--- config.mk ---
export PLATFORM = sky130hd
export DESIGN_NAME = counter_ctrl
export DESIGN_NICKNAME = d
export VERILOG_FILES = /design/src/rtl/counter_ctrl.sv
export SDC_FILE = /design/constraint.sdc
export NUM_CORES = 1
export LEC_CHECK = 0
export CORE_MARGIN = 8
export CORE_UTILIZATION = 60
export CTS_BUF_LIST = sky130_fd_sc_hd__clkbuf_2 sky130_fd_sc_hd__clkbuf_4 sky130_fd_sc_hd__clkbuf_8
export DETAILED_ROUTE_END_ITERATION = 10
export GPL_TIMING_DRIVEN = 0
export HOLD_SLACK_MARGIN = 0.06
export PLACE_DENSITY = 0.78
export SLEW_MARGIN = 40
export SYNTH_ARGS = -nofsm -noshare
export SYNTH_HDL_FRONTEND = slang
export SYNTH_SLANG_ARGS = --single-unit
--- constraint.sdc ---
create_clock -name clk -period 3.1 [get_ports clk]
set_input_delay 0.465 -clock clk [delete_from_list [all_inputs] [get_ports clk]]
set_output_delay 0.465 -clock clk [all_outputs]
set_load 0.005 [all_outputs]
--- src/rtl/counter_ctrl.sv ---
// Run/stop/clear counter controller: steps a 0..9999 count once per TICK_DIV clocks while
// running, up or down, and pulses wrap when the count rolls over.
module counter_ctrl #(
  parameter int unsigned TICK_DIV = 10_000_000
) (
  input  logic        clk,
  input  logic        rst,
  input  logic        btn_run_stop,
  input  logic        btn_clear,
  input  logic        sw_mode,
  output logic [13:0] cnt,
  output logic        run_led,
  output logic        wrap
);

  localparam logic [26:0] DivLast = 27'(TICK_DIV - 1);
  localparam logic [13:0] CntMax  = 14'd9999;

  typedef enum logic [1:0] {
    StStop,
    StRun,
    StClear
  } state_e;

  state_e      r_state;
  logic        r_btn_rs_q;
  logic        r_btn_clr_q;
  logic [26:0] r_div;
  logic [13:0] r_cnt;
  logic        r_run_led;
  logic        r_wrap;

  logic        w_rs_edge;
  logic        w_clr_edge;
  logic        w_tick;
  logic [13:0] w_cnt_next;
  logic        w_cnt_wrap;

  // Button history; cleared in reset so a button held through release gives one edge.
  always_ff @(posedge clk or negedge rst) begin
    if (!rst) begin
      r_btn_rs_q  <= 1'b0;
      r_btn_clr_q <= 1'b0;
    end else begin
      r_btn_rs_q  <= btn_run_stop;
      r_btn_clr_q <= btn_clear;
    end
  end

  // Rising-edge detection and the divider terminal-count tick.
  always_comb begin
    w_rs_edge  = btn_run_stop & ~r_btn_rs_q;
    w_clr_edge = btn_clear & ~r_btn_clr_q;
    w_tick     = (r_state == StRun) && (r_div == DivLast);
  end

  // Next count value for a tick; out-of-range values are pulled back into 0..9999.
  always_comb begin
    w_cnt_next = r_cnt;
    w_cnt_wrap = 1'b0;
    if (sw_mode) begin
      if (r_cnt == 14'd0) begin
        w_cnt_next = CntMax;
        w_cnt_wrap = 1'b1;
      end else if (r_cnt > CntMax) begin
        w_cnt_next = CntMax;
      end else begin
        w_cnt_next = r_cnt - 14'd1;
      end
    end else begin
      if (r_cnt >= CntMax) begin
        w_cnt_next = 14'd0;
        w_cnt_wrap = (r_cnt == CntMax);
      end else begin
        w_cnt_next = r_cnt + 14'd1;
      end
    end
  end

  // Control FSM with registered outputs, divider and count.
  always_ff @(posedge clk or negedge rst) begin
    if (!rst) begin
      r_state   <= StStop;
      r_run_led <= 1'b0;
      r_div     <= '0;
      r_cnt     <= '0;
      r_wrap    <= 1'b0;
    end else begin
      r_wrap <= 1'b0;
      case (r_state)
        StStop: begin
          // Clear takes priority over run when both edges land together.
          if (w_clr_edge) begin
            r_state   <= StClear;
            r_cnt     <= '0;
            r_div     <= '0;
            r_run_led <= 1'b0;
          end else if (w_rs_edge) begin
            r_state   <= StRun;
            r_run_led <= 1'b1;
          end
        end
        StRun: begin
          r_div <= w_tick ? 27'd0 : r_div + 27'd1;
          if (w_tick) begin
            r_cnt  <= w_cnt_next;
            r_wrap <= w_cnt_wrap;
          end
          // A coinciding tick still steps the count before stopping.
          if (w_rs_edge) begin
            r_state   <= StStop;
            r_run_led <= 1'b0;
          end
        end
        StClear: begin
          r_state   <= StStop;
          r_cnt     <= '0;
          r_div     <= '0;
          r_run_led <= 1'b0;
        end
        default: begin
          r_state   <= StStop;
          r_run_led <= 1'b0;
        end
      endcase
    end
  end

  assign cnt     = r_cnt;
  assign run_led = r_run_led;
  assign wrap    = r_wrap;

endmodule

==> results.yml, run 1 <==
run_status:
  status: "complete, no violations"
placement:
  io_buffers: 20
  dp_cells: 404
  dp_hpwl_mm: 4.873
  place_congestion: 0.8821
clocking:
  cts-root-buf: "clkbuf_8"
  clkTransAtPathRegs_ns: 0.08
  clockBufferDepth: 2
  htree_levels: 2
  cts_sinks: 46
  post_cts_resized: 0
  clk-insertion-delay-late_ns: 0.30
  numCtsBuffers: 5
  cts_hold_buffers: 1
  cts_tree: "done"
  cts_setup_buffers: 0
sta:
  rsz0062_at_grt: "no"
  min_period_over_period_pct: 84.20
  fin_crit_ns: 2.610
  worst_pin_slew_ns: 0.7408
  slew_violations: 0
  hold_viol: 0
  skew_ns: 0.01083
  setup_tns_ns: 0
  fmax_mhz: 383.1
  maxSlewHeadroom_pct: 50.38
  finalSetupViolCount: 0
global_route:
  grtUsageTotal_pct: 19.76
  grt_pass1_wl_mm: 11.81
  antenna_found_initial: 0
  grt_pass1_vias: 2476
  grt_start_max_net_pins: 36
  gr-total-overflow: 0
drt:
  num_vias: 2607
  drc: 0
  final_antenna_net_count: 0
  top_layer: "met4"
  drt-initial-drc-count: 242
  wl_met3_microns: 372
  met1_length_mm: 2.870
  wire_per_inst_microns: 16.29
  wl_met2_mm: 3.369
  drt_pass1_iterations: 4
  post_drt_via_cell_ratio: 6.312
  routed_wl_mm: 6.729
pwr:
  power.density_nw_per_um2: 365.6
  ir_drop_mv: 0.3381
  leakage_nw: 1.358
synthesis:
  ys.flop_type: "dfrtp_1"
  synth_nets: 337
  ys_seq_area_share_pct: 40.48
  ys_warn_count: 0
  synth_edf_count: 0
  ys_async_sr_fraction_pct: 100.0
  synth_area_sq_um: 2844
  synth_seq_cells: 46
  avgSynthCellArea_sq_um: 8.644
  yosysUniqueCellTypes: 53
  syn_inst: 329
worst_setup_path:
  required_ns: 3.29
  path_class: "flop to flop"
  cp-start-kind: "flop"
  arrival_ns: 2.80
  cp_max_fo: 10
  ff2ff_path_depth: 7
  cp-end-kind: "flop"
die:
  io_pins: 21
  core_area_sq_um: 4661
  start_util_pct: 61.02
  die_width_microns: 84.85
  die_h_microns: 84.85
  die-area_sq_um: 7199
  fp-row-count: 25
layout:
  antennaDiodeCount: 0
  ff_latch_area_sq_um: 1151
  syn2layout_area_growth_pct: 13.73
  multiInputGateArea_sq_um: 1594
  final_layout_size_suffix_gt1_share_pct: 7.521
  final_common_cell: "dfrtp_1"
  layout_common_cells: "dfrtp_1, nor2_1, nand2_1"
  nNetsFinal: 366
  n_fill_cell: 391
  instances_no_fill: 413
worst_hold_path:
  hp-class: "flop to flop"
  min_path_cells: 1
run:
  drv_cap: 0
-- through the flow --
stage	util, %	area [sq um]	total power [mW]	setup slack, ns	hold slack, ns
global placement	66.77	3112	0.7973	0.3007	0.4885
detailed placement	67.14	3129	0.8064	0.4546	0.3211
floorplan	-	2844	0.7428	0.7825	0.1694
global route	69.40	3234	1.242	0.3313	0.5384
finish	69.40	3234	1.183	0.4898	0.5139
CTS	69.40	3234	1.197	0.4832	0.5137
-- critical path, stage by stage, from the launching register on --
cell     delay (ns)
dfrtp_1        0.44
or4b_1         0.55
or4_4          0.46
o21ai_2        0.33
and2_1         0.26
buf_4          0.21
buf_4          0.19
nor2_1         0.06
-- synthesized netlist by cell type, types with 2 or more instances --
master	n	area, sq um
ha_1	3	37.54
a2bb2oi_1	2	17.52
o31ai_1	8	60.06
a31o_2	3	26.28
nor2_1	36	135.1
nor4_1	4	25.02
a21o_1	5	37.54
nand2_1	28	105.1
o22ai_1	4	25.02
xnor2_1	10	87.58
nor2b_1	3	18.77
a211oi_1	3	22.52
nor4b_1	2	17.52
or3_1	6	37.54
dfrtp_1	46	1151
a31oi_1	5	31.28
nand2b_1	5	31.28
or4_1	3	22.52
nand4_1	14	87.58
or2_2	2	12.51
a311oi_1	2	17.52
a21oi_1	12	60.06
a22o_1	3	26.28
nand3_1	15	75.07
inv_1	6	22.52
o21ai_2	2	17.52
nor3_1	13	65.06
clkbuf_1	11	41.29
o41ai_1	2	17.52
and3_1	7	43.79
buf_4	2	15.01
xor2_1	17	148.9
and2_1	4	25.02
o21ai_0	22	110.1
-- registers in the layout, indices dropped and copies added (netlist names) --
signal	cells
wrap	1
r_div	27
r_state	1
r_btn_rs_q	1
run_led	1
cnt	14
r_btn_clr_q	1
-- cell type report --
cell class	count	area share, %
Multi-Input combinational cell	261	49.28
Sequential cell	46	35.59
Timing Repair Buffer	22	7.041
Clock buffer	7	2.785
Buffer	16	2.360
Tap cell	54	2.089
Inverter	6	0.6963
Clock inverter	1	0.1547
-- metal layers --
metal | global-route usage, % | up-vias
met2 | 32.78 | 93
met3 | 3.764 | 12
met5 | 0 | -
met4 | 7.120 | 0
met1 | 24.96 | 1226
li1 | - | 1276
-- path summary, 6_finish.rpt --
path                                       start                    end  slack, ns
hold reg to reg            r_div[25]$_DFFE_PN0P_  r_div[25]$_DFFE_PN0P_       0.51
max in group asynchronous                    rst  r_div[17]$_DFFE_PN0P_       2.13
min in group asynchronous                    rst         wrap$_DFF_PN0_       0.54
hold / removal             r_div[25]$_DFFE_PN0P_  r_div[25]$_DFFE_PN0P_       0.51
setup / recovery            r_div[7]$_DFFE_PN0P_  r_div[10]$_DFFE_PN0P_       0.49
setup reg to reg            r_div[7]$_DFFE_PN0P_  r_div[10]$_DFFE_PN0P_       0.49
-- power by group --
part / internal [mW] / total (mW) / leakage (nW) / switching [mW]
Sequential: 0.617 / 0.636 / 0.634 / 0.0193
Combinational: 0.0539 / 0.158 / 0.672 / 0.104
Clock: 0.189 / 0.388 / 0.0517 / 0.199
-- cell families after synthesis --
logic type                 synth area share, %
adders and majority gates                1.320
xor gates and xnor gates                 8.315
and+or+nand+nor                          26.84
DFF                                      40.48
muxes                                   0.3959
buffers and inverters                    3.475
AOI/OAI and AO/OA                        19.18
No activity file was read; power rests on OpenSTA's default activity.
==> run 2: changes to the inputs <==
clock period = 2.5 ns   (was 3.1 ns; I/O delays follow)
==> results.yml, run 2 (same netlist as run 1, synthesis figures left out) <==
pwr:
  p_clk_share_pct: 32.4
  ir_drop_mv: 0.4211
  comb_power_share_pct: 14.5
  internal_power_mw: 1.081
  pwr-share-seq_pct: 53.1
  switchingPower_mw: 0.4049
  switching_share_pct: 27.25
  leakage_nw: 1.382
  power.density_nw_per_um2: 449.8
worst_setup_path:
  path_class: "flop to flop"
  cp-end-kind: "flop"
  cp_max_fo: 10
  required_ns: 2.73
  arrival_ns: 2.68
  cp-start-kind: "flop"
placement:
  placed_cell_area_sq_um: 3129
  dp_cells: 404
  io_buffers: 20
  dp_hpwl_mm: 4.873
  place_congestion: 0.8821
layout:
  largest_reg_flops: 27
  nNetsFinal: 368
  layout_common_cells: "dfrtp_1, nor2_1, nand2_1"
  final_layout_size_suffix_gt1_share_pct: 10.80
  syn2layout_area_growth_pct: 16.15
  largest_register: "r_div"
  finish.utilization_pct: 70.87
  final_common_cell: "dfrtp_1"
  instances_no_fill: 415
  antennaDiodeCount: 0
  final_area_sq_um: 3303
clocking:
  cts_sinks: 46
  clk-insertion-delay-late_ns: 0.30
  clockBufferDepth: 2
  clkTransAtPathRegs_ns: 0.09
  numCtsBuffers: 5
  htree_levels: 2
  cts_tree: "done"
  cts-root-buf: "clkbuf_8"
sta:
  rsz0062_at_grt: "yes"
  setup_tns_ns: 0
  fmax_mhz: 409.0
  hold_viol: 0
  maxSlewHeadroom_pct: 52.81
  fin_crit_ns: 2.445
  worst_pin_slew_ns: 0.7024
  slew_violations: 0
  min_period_over_period_pct: 97.79
  skew_ns: 0.01146
  finalSetupViolCount: 0
  timing.hold.ws_ns: 0.4493
drt:
  drt-initial-drc-count: 203
  drt_pass1_iterations: 5
  routed_wl_mm: 6.796
  num_vias: 2607
  post_drt_via_cell_ratio: 6.282
  final_antenna_net_count: 0
  drc: 0
  wire_per_inst_microns: 16.38
die:
  core_area_sq_um: 4661
  die_width_microns: 84.85
  die_h_microns: 84.85
  die-area_sq_um: 7199
  start_util_pct: 61.02
  io_pins: 21
  fp-row-count: 25
global_route:
  grt_pass1_vias: 2486
  grt_start_max_net_pins: 36
  gr-total-overflow: 0
  antenna_found_initial: 0
  grt_pass1_wl_mm: 11.82
  grtUsageTotal_pct: 19.78
run:
  drv_cap: 0
worst_hold_path:
  hp-class: "input port to async pin"
run_status:
  status: "complete, no violations"
run 2: worst max-delay path, cell delays in order, from the launching register on:
cell      delay [ns]
dfrtp_2         0.44
or4b_1          0.53
or4_4           0.48
or3_4           0.37
buf_6           0.15
a2111o_1        0.36
o21ai_2         0.06
run 2: layer usage:
| layer | global-route usage (%) | up-vias | share of wire, % |
|---|---|---|---|
| met2 | 32.86 | 89 | 50 |
| met5 | 0 | - | 0 |
| met4 | 7.120 | 0 | 1.4 |
| met3 | 3.764 | 10 | 5.2 |
| li1 | - | 1281 | - |
| met1 | 24.97 | 1227 | 44 |
run 2: cell type report:
class,instances,area (sq um)
Buffer,14,72.57
Clock buffer,7,90.09
Clock inverter,1,5.005
Fill cell,379,1358
Inverter,6,22.52
Multi-Input combinational cell,261,1635
Sequential cell,46,1152
Tap cell,54,67.56
Timing Repair Buffer,26,257.7
run 2: final timing paths:
path                       depth (start not counted)                   from  slack (ns)               endpoint
hold reg to reg                                    1  r_div[25]$_DFFE_PN0P_        0.52  r_div[25]$_DFFE_PN0P_
max in group asynchronous                          3                    rst        1.60   r_div[7]$_DFFE_PN0P_
setup / recovery                                   6   r_div[7]$_DFFE_PN0P_        0.06     cnt[8]$_DFFE_PN0P_
hold / removal                                     2                    rst        0.45         wrap$_DFF_PN0_
setup reg to reg                                   6   r_div[7]$_DFFE_PN0P_        0.06     cnt[8]$_DFFE_PN0P_
min in group clk                                   1  r_div[25]$_DFFE_PN0P_        0.52  r_div[25]$_DFFE_PN0P_
run 2: metrics by stage:
step                setup slack [ns]  power [mW]
detailed placement           -0.1033      0.9999
global route               -0.003038       1.559
CTS                          0.01391       1.499
floorplan                     0.1825      0.9211
global placement             -0.2093      0.9886
finish                       0.05526       1.486
run 2: power groups by stage:
| stage | logic (mW) | clock network [mW] | registers [mW] |
|---|---|---|---|
| 6_report | 0.216 | 0.481 | 0.789 |
| 5_1_grt | 0.247 | 0.520 | 0.793 |
| 4_1_cts | 0.212 | 0.497 | 0.789 |
| 3_5_place_dp | 0.196 | 0 | 0.804 |
| 3_3_place_gp | 0.187 | 0 | 0.802 |
| 2_1_floorplan | 0.122 | 0 | 0.799 |
run 2: repair_timing:
action / 4_1_cts / 5_1_grt
gates resized for setup: 5 / 9
endpoints found under the hold margin: 11 / 0
setup endpoints to repair: 18 / 23
setup buffers: 3 / 1
pin swaps: 0 / 0
hold buffers: 1 / 0
